--- src/rtl/sys_ctrl_rf_master_if.sv ---
// sys_ctrl_rf_master_if: UART RX/TX and register-file bus seen by the command controller
interface sys_ctrl_rf_master_if #(
  parameter int WIDTH = 8,
  parameter int ADDR  = 4
);
  logic [WIDTH-1:0] RX_P_DATA;
  logic             RX_D_VLD;
  logic [WIDTH-1:0] RdData;
  logic             RdData_VLD;
  logic             TX_Busy;
  logic             WrEn;
  logic             RdEn;
  logic [ADDR-1:0]  Address;
  logic [WIDTH-1:0] WrData;
  logic [WIDTH-1:0] TX_P_DATA;
  logic             TX_D_VLD;
  logic             CMD_ERR;
  modport master (
    input  RX_P_DATA, RX_D_VLD, RdData, RdData_VLD, TX_Busy,
    output WrEn, RdEn, Address, WrData, TX_P_DATA, TX_D_VLD, CMD_ERR
  );
  modport slave (
    output RX_P_DATA, RX_D_VLD, RdData, RdData_VLD, TX_Busy,
    input  WrEn, RdEn, Address, WrData, TX_P_DATA, TX_D_VLD, CMD_ERR
  );
endinterface

--- src/rtl/sys_ctrl_rf_master.sv ---
// sys_ctrl_rf_master: decodes UART write/read command frames into register-file accesses
module sys_ctrl_rf_master #(
  parameter int         WIDTH   = 8,
  parameter int         ADDR    = 4,
  parameter logic [7:0] WR_CMD  = 8'hAA,
  parameter logic [7:0] RD_CMD  = 8'hBB,
  parameter int         TIMEOUT = 8
) (
  input logic                   CLK,
  input logic                   RST,
  sys_ctrl_rf_master_if.master  bus
);
  localparam int CW = $clog2(TIMEOUT + 1);
  typedef enum logic [2:0] {IDLE, WR_ADDR, WR_DATA, RD_ADDR, RD_WAIT, TX_SEND} state_t;
  state_t state;
  logic [CW-1:0] cnt;
  always_ff @(posedge CLK or posedge RST) begin
    if (RST) begin
      state         <= IDLE;
      cnt           <= '0;
      bus.WrEn      <= 1'b0;
      bus.RdEn      <= 1'b0;
      bus.Address   <= '0;
      bus.WrData    <= '0;
      bus.TX_P_DATA <= '0;
      bus.TX_D_VLD  <= 1'b0;
      bus.CMD_ERR   <= 1'b0;
    end else begin
      bus.WrEn     <= 1'b0;
      bus.RdEn     <= 1'b0;
      bus.TX_D_VLD <= 1'b0;
      bus.CMD_ERR  <= 1'b0;
      case (state)
        IDLE: if (bus.RX_D_VLD) begin
          if (bus.RX_P_DATA == WIDTH'(WR_CMD)) state <= WR_ADDR;
          else if (bus.RX_P_DATA == WIDTH'(RD_CMD)) state <= RD_ADDR;
          else bus.CMD_ERR <= 1'b1;
        end
        WR_ADDR: if (bus.RX_D_VLD) begin
          bus.Address <= bus.RX_P_DATA[ADDR-1:0];
          state       <= WR_DATA;
        end
        WR_DATA: if (bus.RX_D_VLD) begin
          bus.WrData <= bus.RX_P_DATA;
          bus.WrEn   <= 1'b1;
          state      <= IDLE;
        end
        RD_ADDR: if (bus.RX_D_VLD) begin
          bus.Address <= bus.RX_P_DATA[ADDR-1:0];
          bus.RdEn    <= 1'b1;
          cnt         <= '0;
          state       <= RD_WAIT;
        end
        RD_WAIT: begin
          // a stray RX byte is dropped but must not lose a read response arriving alongside it
          bus.CMD_ERR <= bus.RX_D_VLD;
          if (bus.RdData_VLD) begin
            // the capture edge doubles as the send edge when TX is free: 3-cycle read turnaround
            bus.TX_P_DATA <= bus.RdData;
            bus.TX_D_VLD  <= !bus.TX_Busy;
            cnt           <= '0;
            state         <= bus.TX_Busy ? TX_SEND : IDLE;
          end else if (cnt == CW'(TIMEOUT - 1)) begin
            bus.CMD_ERR <= 1'b1;
            cnt         <= '0;
            state       <= IDLE;
          end else cnt <= cnt + CW'(1);
        end
        TX_SEND: begin
          bus.CMD_ERR <= bus.RX_D_VLD;
          if (!bus.TX_Busy) begin
            bus.TX_D_VLD <= 1'b1;
            state        <= IDLE;
          end
        end
        default: state <= IDLE;
      endcase
    end
  end
endmodule

--- src/flat_wrapper.sv ---
// flat-port wrapper written by rule: the top's interface ports become plain ports
module sys_ctrl_rf_master_flat 
#(
  parameter int         WIDTH   = 8,
  parameter int         ADDR    = 4,
  parameter logic [7:0] WR_CMD  = 8'hAA,
  parameter logic [7:0] RD_CMD  = 8'hBB,
  parameter int         TIMEOUT = 8
)
  (CLK, RST, bus_RX_P_DATA, bus_RX_D_VLD, bus_RdData, bus_RdData_VLD, bus_TX_Busy, bus_WrEn, bus_RdEn, bus_Address, bus_WrData, bus_TX_P_DATA, bus_TX_D_VLD, bus_CMD_ERR);
  sys_ctrl_rf_master_if #(.WIDTH(WIDTH), .ADDR(ADDR)) bus_i ();
  input logic CLK;
  input logic RST;
  input wire logic [$bits(bus_i.RX_P_DATA)-1:0] bus_RX_P_DATA;
  input wire logic [$bits(bus_i.RX_D_VLD)-1:0] bus_RX_D_VLD;
  input wire logic [$bits(bus_i.RdData)-1:0] bus_RdData;
  input wire logic [$bits(bus_i.RdData_VLD)-1:0] bus_RdData_VLD;
  input wire logic [$bits(bus_i.TX_Busy)-1:0] bus_TX_Busy;
  output wire logic [$bits(bus_i.WrEn)-1:0] bus_WrEn;
  output wire logic [$bits(bus_i.RdEn)-1:0] bus_RdEn;
  output wire logic [$bits(bus_i.Address)-1:0] bus_Address;
  output wire logic [$bits(bus_i.WrData)-1:0] bus_WrData;
  output wire logic [$bits(bus_i.TX_P_DATA)-1:0] bus_TX_P_DATA;
  output wire logic [$bits(bus_i.TX_D_VLD)-1:0] bus_TX_D_VLD;
  output wire logic [$bits(bus_i.CMD_ERR)-1:0] bus_CMD_ERR;
  assign bus_i.RX_P_DATA = bus_RX_P_DATA;
  assign bus_i.RX_D_VLD = bus_RX_D_VLD;
  assign bus_i.RdData = bus_RdData;
  assign bus_i.RdData_VLD = bus_RdData_VLD;
  assign bus_i.TX_Busy = bus_TX_Busy;
  assign bus_WrEn = bus_i.WrEn;
  assign bus_RdEn = bus_i.RdEn;
  assign bus_Address = bus_i.Address;
  assign bus_WrData = bus_i.WrData;
  assign bus_TX_P_DATA = bus_i.TX_P_DATA;
  assign bus_TX_D_VLD = bus_i.TX_D_VLD;
  assign bus_CMD_ERR = bus_i.CMD_ERR;
  sys_ctrl_rf_master #(.WIDTH(WIDTH), .ADDR(ADDR), .WR_CMD(WR_CMD), .RD_CMD(RD_CMD), .TIMEOUT(TIMEOUT)) u_core (.CLK(CLK), .RST(RST), .bus(bus_i));
endmodule
--- config.mk ---
export PLATFORM = sky130hd
export DESIGN_NAME = sys_ctrl_rf_master_flat
export DESIGN_NICKNAME = d
export VERILOG_FILES = /design/src/rtl/sys_ctrl_rf_master_if.sv /design/src/rtl/sys_ctrl_rf_master.sv /design/src/flat_wrapper.sv
export SDC_FILE = /design/constraint.sdc
export NUM_CORES = 1
export LEC_CHECK = 0
export CAP_MARGIN = 0
export CORE_MARGIN = 2
export CORE_UTILIZATION = 35
export CTS_CLUSTER_DIAMETER = 80
export CTS_CLUSTER_SIZE = 40
export DETAILED_ROUTE_END_ITERATION = 10
export MAX_ROUTING_LAYER = met4
export PLACE_DENSITY_LB_ADDON = 0.12
export RECOVER_POWER = 25
export SLEW_MARGIN = 20
export SYNTH_ARGS = -nofsm -noshare
export SYNTH_HDL_FRONTEND = slang
export SYNTH_SLANG_ARGS = --single-unit
--- constraint.sdc ---
create_clock -name CLK -period 1.4 [get_ports CLK]
set_input_delay 0.21 -clock CLK [delete_from_list [all_inputs] [get_ports CLK]]
set_output_delay 0.21 -clock CLK [all_outputs]
set_load 0.01 [all_outputs]
* Word-level counts from Yosys, hierarchy flattened *
Cells that the tools add are included.

storage, ports and cells
  register bits after elaboration = 31
  input port bits = 21
  output and inout bits = 24
  logic and storage cells = 61

cells by class
  add/subtract/negate cells = 1
  eq/ne operators = 15
  muxes and demuxes = 27
  reduce and logical (&&, ||, !) cells = 9

operator list
  cell                                                 count
  2-to-1 mux 3 bit                                     10
  case mux 3 bit (6 select lines)                      1
  equality test 8 bit, second input constant           2
  2-to-1 mux 4 bit                                     3
  2-to-1 mux 1 bit                                     10
  != test 2 bit, second input constant                 5
  case mux 4 bit (2 select lines)                      1
  AND reduction 2 bit                                  4
  AND reduction 7 bit                                  1
  equality test 3 x 2 -> 1 bit, second input constant  2
  equality test 3 bit, second input constant           2
  adder 4 x 1 -> 4 bit, second input constant          1
  equality test 4 x 3 -> 1 bit, second input constant  1
  equality test 3 x 1 -> 1 bit, second input constant  1
  zero test 3 bit                                      1
  != test 3 x 1 -> 1 bit, second input constant        1
  != test 3 x 2 -> 1 bit, second input constant        1
  case mux 1 bit (3 select lines)                      1
  case mux 1 bit (2 select lines)                      1
  nonzero test 2 bit                                   1
  OR reduction 2 bit                                   1
  zero test 1 bit                                      1

* Depth between registers and ports, before layout *
  depth in word-level cells = 5
  gate-level depth with buffers = 5
  mapped depth without buffers = 4

* Worst setup path after synthesis *
OpenSTA, ideal clock, no wires.

  kind = register to register
  start = register u_core.state[1]
  end = register u_core.cnt[3]
  setup time = 0.080 ns
  data arrival time = 1.381 ns
  data required time = 1.320 ns
  setup slack = -0.061 ns
  stages on the path, launching flop included = 5
  path buffers = 1
  period minus slack after synthesis = 1.461 ns
  path through = dfrtp_1 -> buf_6 -> nor4b_4 -> or4b_1 -> o211ai_2

on the way
  cells in the longest elaborated chain, start to end = 3
  elaborated cells between the ends (all ways) = 6
  those cells by class = 3 x eq/ne; 1 x mux; 2 x reduce/logical

ends and longest elaborated chain
  what                                                                        RTL line                  RTL
  start, declared                                                             sys_ctrl_rf_master.sv:15  state_t state;
  start signal, assigned                                                      sys_ctrl_rf_master.sv:62  state <= bus.TX_Busy ? TX_SEND : IDLE;
  equality test 3 x 2 -> 1 bit / equality test 3 bit (equally long branches)  sys_ctrl_rf_master.sv:33  case (state)
  != test 2 bit (no line) / nonzero test 2 bit (equally long branches)        n/a
  AND reduction 2 bit (no line)                                               n/a
  end signal, assigned                                                        sys_ctrl_rf_master.sv:67  end else cnt <= cnt + CW'(1);
  end, declared                                                               sys_ctrl_rf_master.sv:16  logic [CW-1:0] cnt;

Several ways; a longest one is shown, not always the timed one.
A chain may end at the register's enable or synchronous reset.

* Worst setup path after layout *
  start = register u_core.state[2]
  end = register u_core.bus.WrData[5]

on the way
  cells in the longest elaborated chain, start to end = 2

ends and longest elaborated chain
  what                           RTL line                     RTL
  equality test 3 x 2 -> 1 bit   sys_ctrl_rf_master.sv:33
  AND reduction 2 bit (no line)  n/a
  end signal, assigned           sys_ctrl_rf_master.sv:44     bus.WrData <= bus.RX_P_DATA;
  end, declared                  sys_ctrl_rf_master_if.sv:20  output WrEn, RdEn, Address, WrData, TX_P_DATA, TX_D_VLD, CMD_ERR

Every way passes these cells.

==> out/metrics.csv <==
stage;metric;value;unit
clock_tree;clk_path_buf_depth;2;
clock_tree;cts_buffers;5;
placed_design;gp_congestion;0.8045;
layout;final_cell_mix;30 x dfrtp_1, 23 x clkdlybuf4s50_1, 17 x dlymetal6s2s_1;
flow_run;maxCapViolCount;0;
critical_path;rr_worst_depth;4;
routing;drt-initial-drc-count;25;
timing;setup_slack;0.004239;ns
critical_path;cp.arrival;1.56;ns
clock_tree;hold_buffers;0;
routing;vias;1055;
timing;grt_setup_unrepaired;yes;
yosys;syn-num-nets;126;
timing;period_minus_slack;1.396;ns
critical_path;cp-start-kind;flop;
placed_design;dp_hpwl;2.160;mm
global_route;antenna_found_initial;0;
timing;hold_viol_final;0;
min_path;hp-class;primary input to async pin;
yosys;syn_area;0.001391;mm^2
placed_design;detailedPlace.worstSlack;-0.3026;ns
yosys;syn_avg_cell_area;13.38;um^2
timing;min_period_over_period;0.9970;
die;rows;22;
timing;slew_violations;0;
layout;layout.cells.non_filler;220;
layout;final.fill_count;311;
critical_path;worstSetupEndpointType;flop;
yosys;synth_warnings;0;
layout;n_antenna_cell;0;
layout;final_common_cell;dfrtp_1;
die;die-area;0.004496;mm^2
clock_tree;cts_num_sinks;31;
routing;vias_per_cell;4.795;
yosys;seq_area_frac_synth;0.5576;
routing;detail-route-antenna-nets;0;
timing;worstMarginPinSlew;0.7760;ns
placed_design;io_buffers;44;
critical_path;critical_path_class;flop to flop;
routing;routed_wl;3.270;mm
power_and_ir_drop;leakage;1.318;nW
global_route;grt_pass1_vias;1095;
clock_tree;clockRootBuffer;clkbuf_8;
global_route;grt_use_total;0.1517;
yosys;synth_top_area_share;0.5576;
yosys;ys_seq_elements;31;
placed_design;place_inst;208;
routing;post-route-drc-count;0;
timing;setup_viol;0;
yosys;async_flop_share;1.000;
global_route;gr-total-overflow;0;
clock_tree;path_clk_slew;0.07;ns
layout;fin_nets;193;
global_route;grt_first_pass_wirelength;4.885;mm
die;initial_core_util;0.3717;
timing;relSlewSlack;0.4827;
yosys;synth.top_cells.by_area;dfrtp_1 56%, mux2_2 15%, buf_6 2.4%, nor4b_4 1.7%, and3b_2 1.4%;
timing;max_clock_freq;716.5;MHz
routing;first_pass_iters;2;
power_and_ir_drop;power_density;889.3;mW/mm^2
layout;drive_gt1_frac;0.3488;
yosys;yosysTopAreaCell;dfrtp_1;
clock_tree;clock_latency;0.28;ns
yosys;synth-edff-count;0;
die;die_height;67.05;um
power_and_ir_drop;vdd_drop_max;679.4;uV
routing;wl_per_cell;14.86;um
critical_path;critical_path_required;1.57;ns
critical_path;crit_fanout;5;
die;core-area;0.003744;mm^2
die;io_pins;45;
yosys;synthDistinctLibCells;34;
timing;clock_skew;0.009134;ns
die;dieWidth;67.05;um
global_route;grt_max_degree;18;
layout;synthToLayoutAreaGrowth;61.96;%
clock_tree;tritoncts;yes;
clock_tree;cts_max_level;2;
status;outcome;complete, no violations;
layout;final_util;0.6019;
yosys;syn_inst;104;
yosys;ys.flop_type;dfrtp_1;
-- Yosys cell counts (2+ instances only) --
master / n
xnor2_1: 2
nor2_1: 2
inv_1: 5
o21ai_0: 4
buf_6: 3
a21oi_1: 3
nand2_1: 4
mux2_2: 19
dfrtp_1: 31
nand3_1: 4
nor2b_1: 2
nand4_1: 2
and3b_2: 2
-- registers in the layout, summed over array words and instances (netlist names) --
name                  cells
u_core.bus.Address        4
u_core.state              3
u_core.bus.TX_D_VLD       1
u_core.bus.RdEn           1
u_core.cnt                4
u_core.bus.WrData         8
u_core.bus.WrEn           1
u_core.bus.CMD_ERR        1
u_core.bus.TX_P_DATA      8
-- final cells by class --
cell class	instances	area, um^2	area share
clock buffer	7	96.34	0.04275
clock inverter	1	7.507	0.003331
inverter	5	18.77	0.008329
multi-input combinational	64	639.4	0.2837
sequential	31	777.0	0.3448
tap	48	60.06	0.02665
timing repair buffer	64	654.4	0.2904
-- kinds of logic (layout without fill, tap and decap cells) --
group | after synthesis | count (layout) | synth area share
xor+xnor | 2 | 2 | 0.01259
simple gates | 27 | 27 | 0.1448
compound gates | 13 | 13 | 0.06565
buf+inv | 9 | 77 | 0.04136
mux | 21 | 21 | 0.1691
flops | 31 | 31 | 0.5576
fa+ha+maj | 1 | 1 | 0.008991
-- power by group --
part / switching [mW] / total, mW / internal (mW) / leakage, nW
Sequential: 0.0199 / 0.956 / 0.936 / 0.425
Combinational: 0.0956 / 0.254 / 0.158 / 0.843
Clock: 0.347 / 0.794 / 0.447 / 0.0505
Total: 0.463 / 2.00 / 1.54 / 1.32
-- critical path: stages, from the launching register on --
cell	delay [ns]
dfrtp_1	0.40
and3b_2	0.24
nor2b_4	0.17
buf_6	0.14
mux2_2	0.33
-- through the flow --
step,TNS (ns),total power [mW],cell area [um^2],hold slack (ns)
after floorplan,-0.1064,1.055,1394,0.2832
after global placement,-5.338,1.228,1986,0.4754
after detailed placement,-5.710,1.233,1986,0.4930
after CTS,0,2.023,2091,0.2418
after global routing,-0.4689,2.089,2253,0.5086
final,0,2.004,2253,0.4534
-- repair_timing --
action / in CTS / in global routing
buffers inserted: 0 / 3
pin swaps: 0 / 2
gates resized for setup: 5 / 43
cloned: 0 / 1
setup endpoints to repair: 18 / 37
-- path summary, 6_finish.rpt --
| path | startpoint | end | slack (ns) |
|---|---|---|---|
| setup / recovery | u_core.state[2] | u_core.bus.WrData[5] | 0.004 |
| hold / removal | RST | u_core.bus.Address[3] | 0.45 |
| setup reg to reg | u_core.state[2] | u_core.bus.WrData[5] | 0.004 |
| hold reg to reg | u_core.bus.TX_P_DATA[3] | u_core.bus.TX_P_DATA[3] | 0.50 |
| max in group asynchronous | RST | u_core.cnt[0] | 0.33 |
| min in group CLK | bus_RdData_VLD | u_core.bus.TX_D_VLD | 0.46 |
-- metal layers --
layer,global-route usage,wire length [um],up-vias
li1,-,-,508
met1,0.1966,1560,515
met2,0.2290,1517,28
met3,0.04561,156,4
met4,0.04592,35,0
met5,-,0,-
Power figures use the tool's default switching activity.
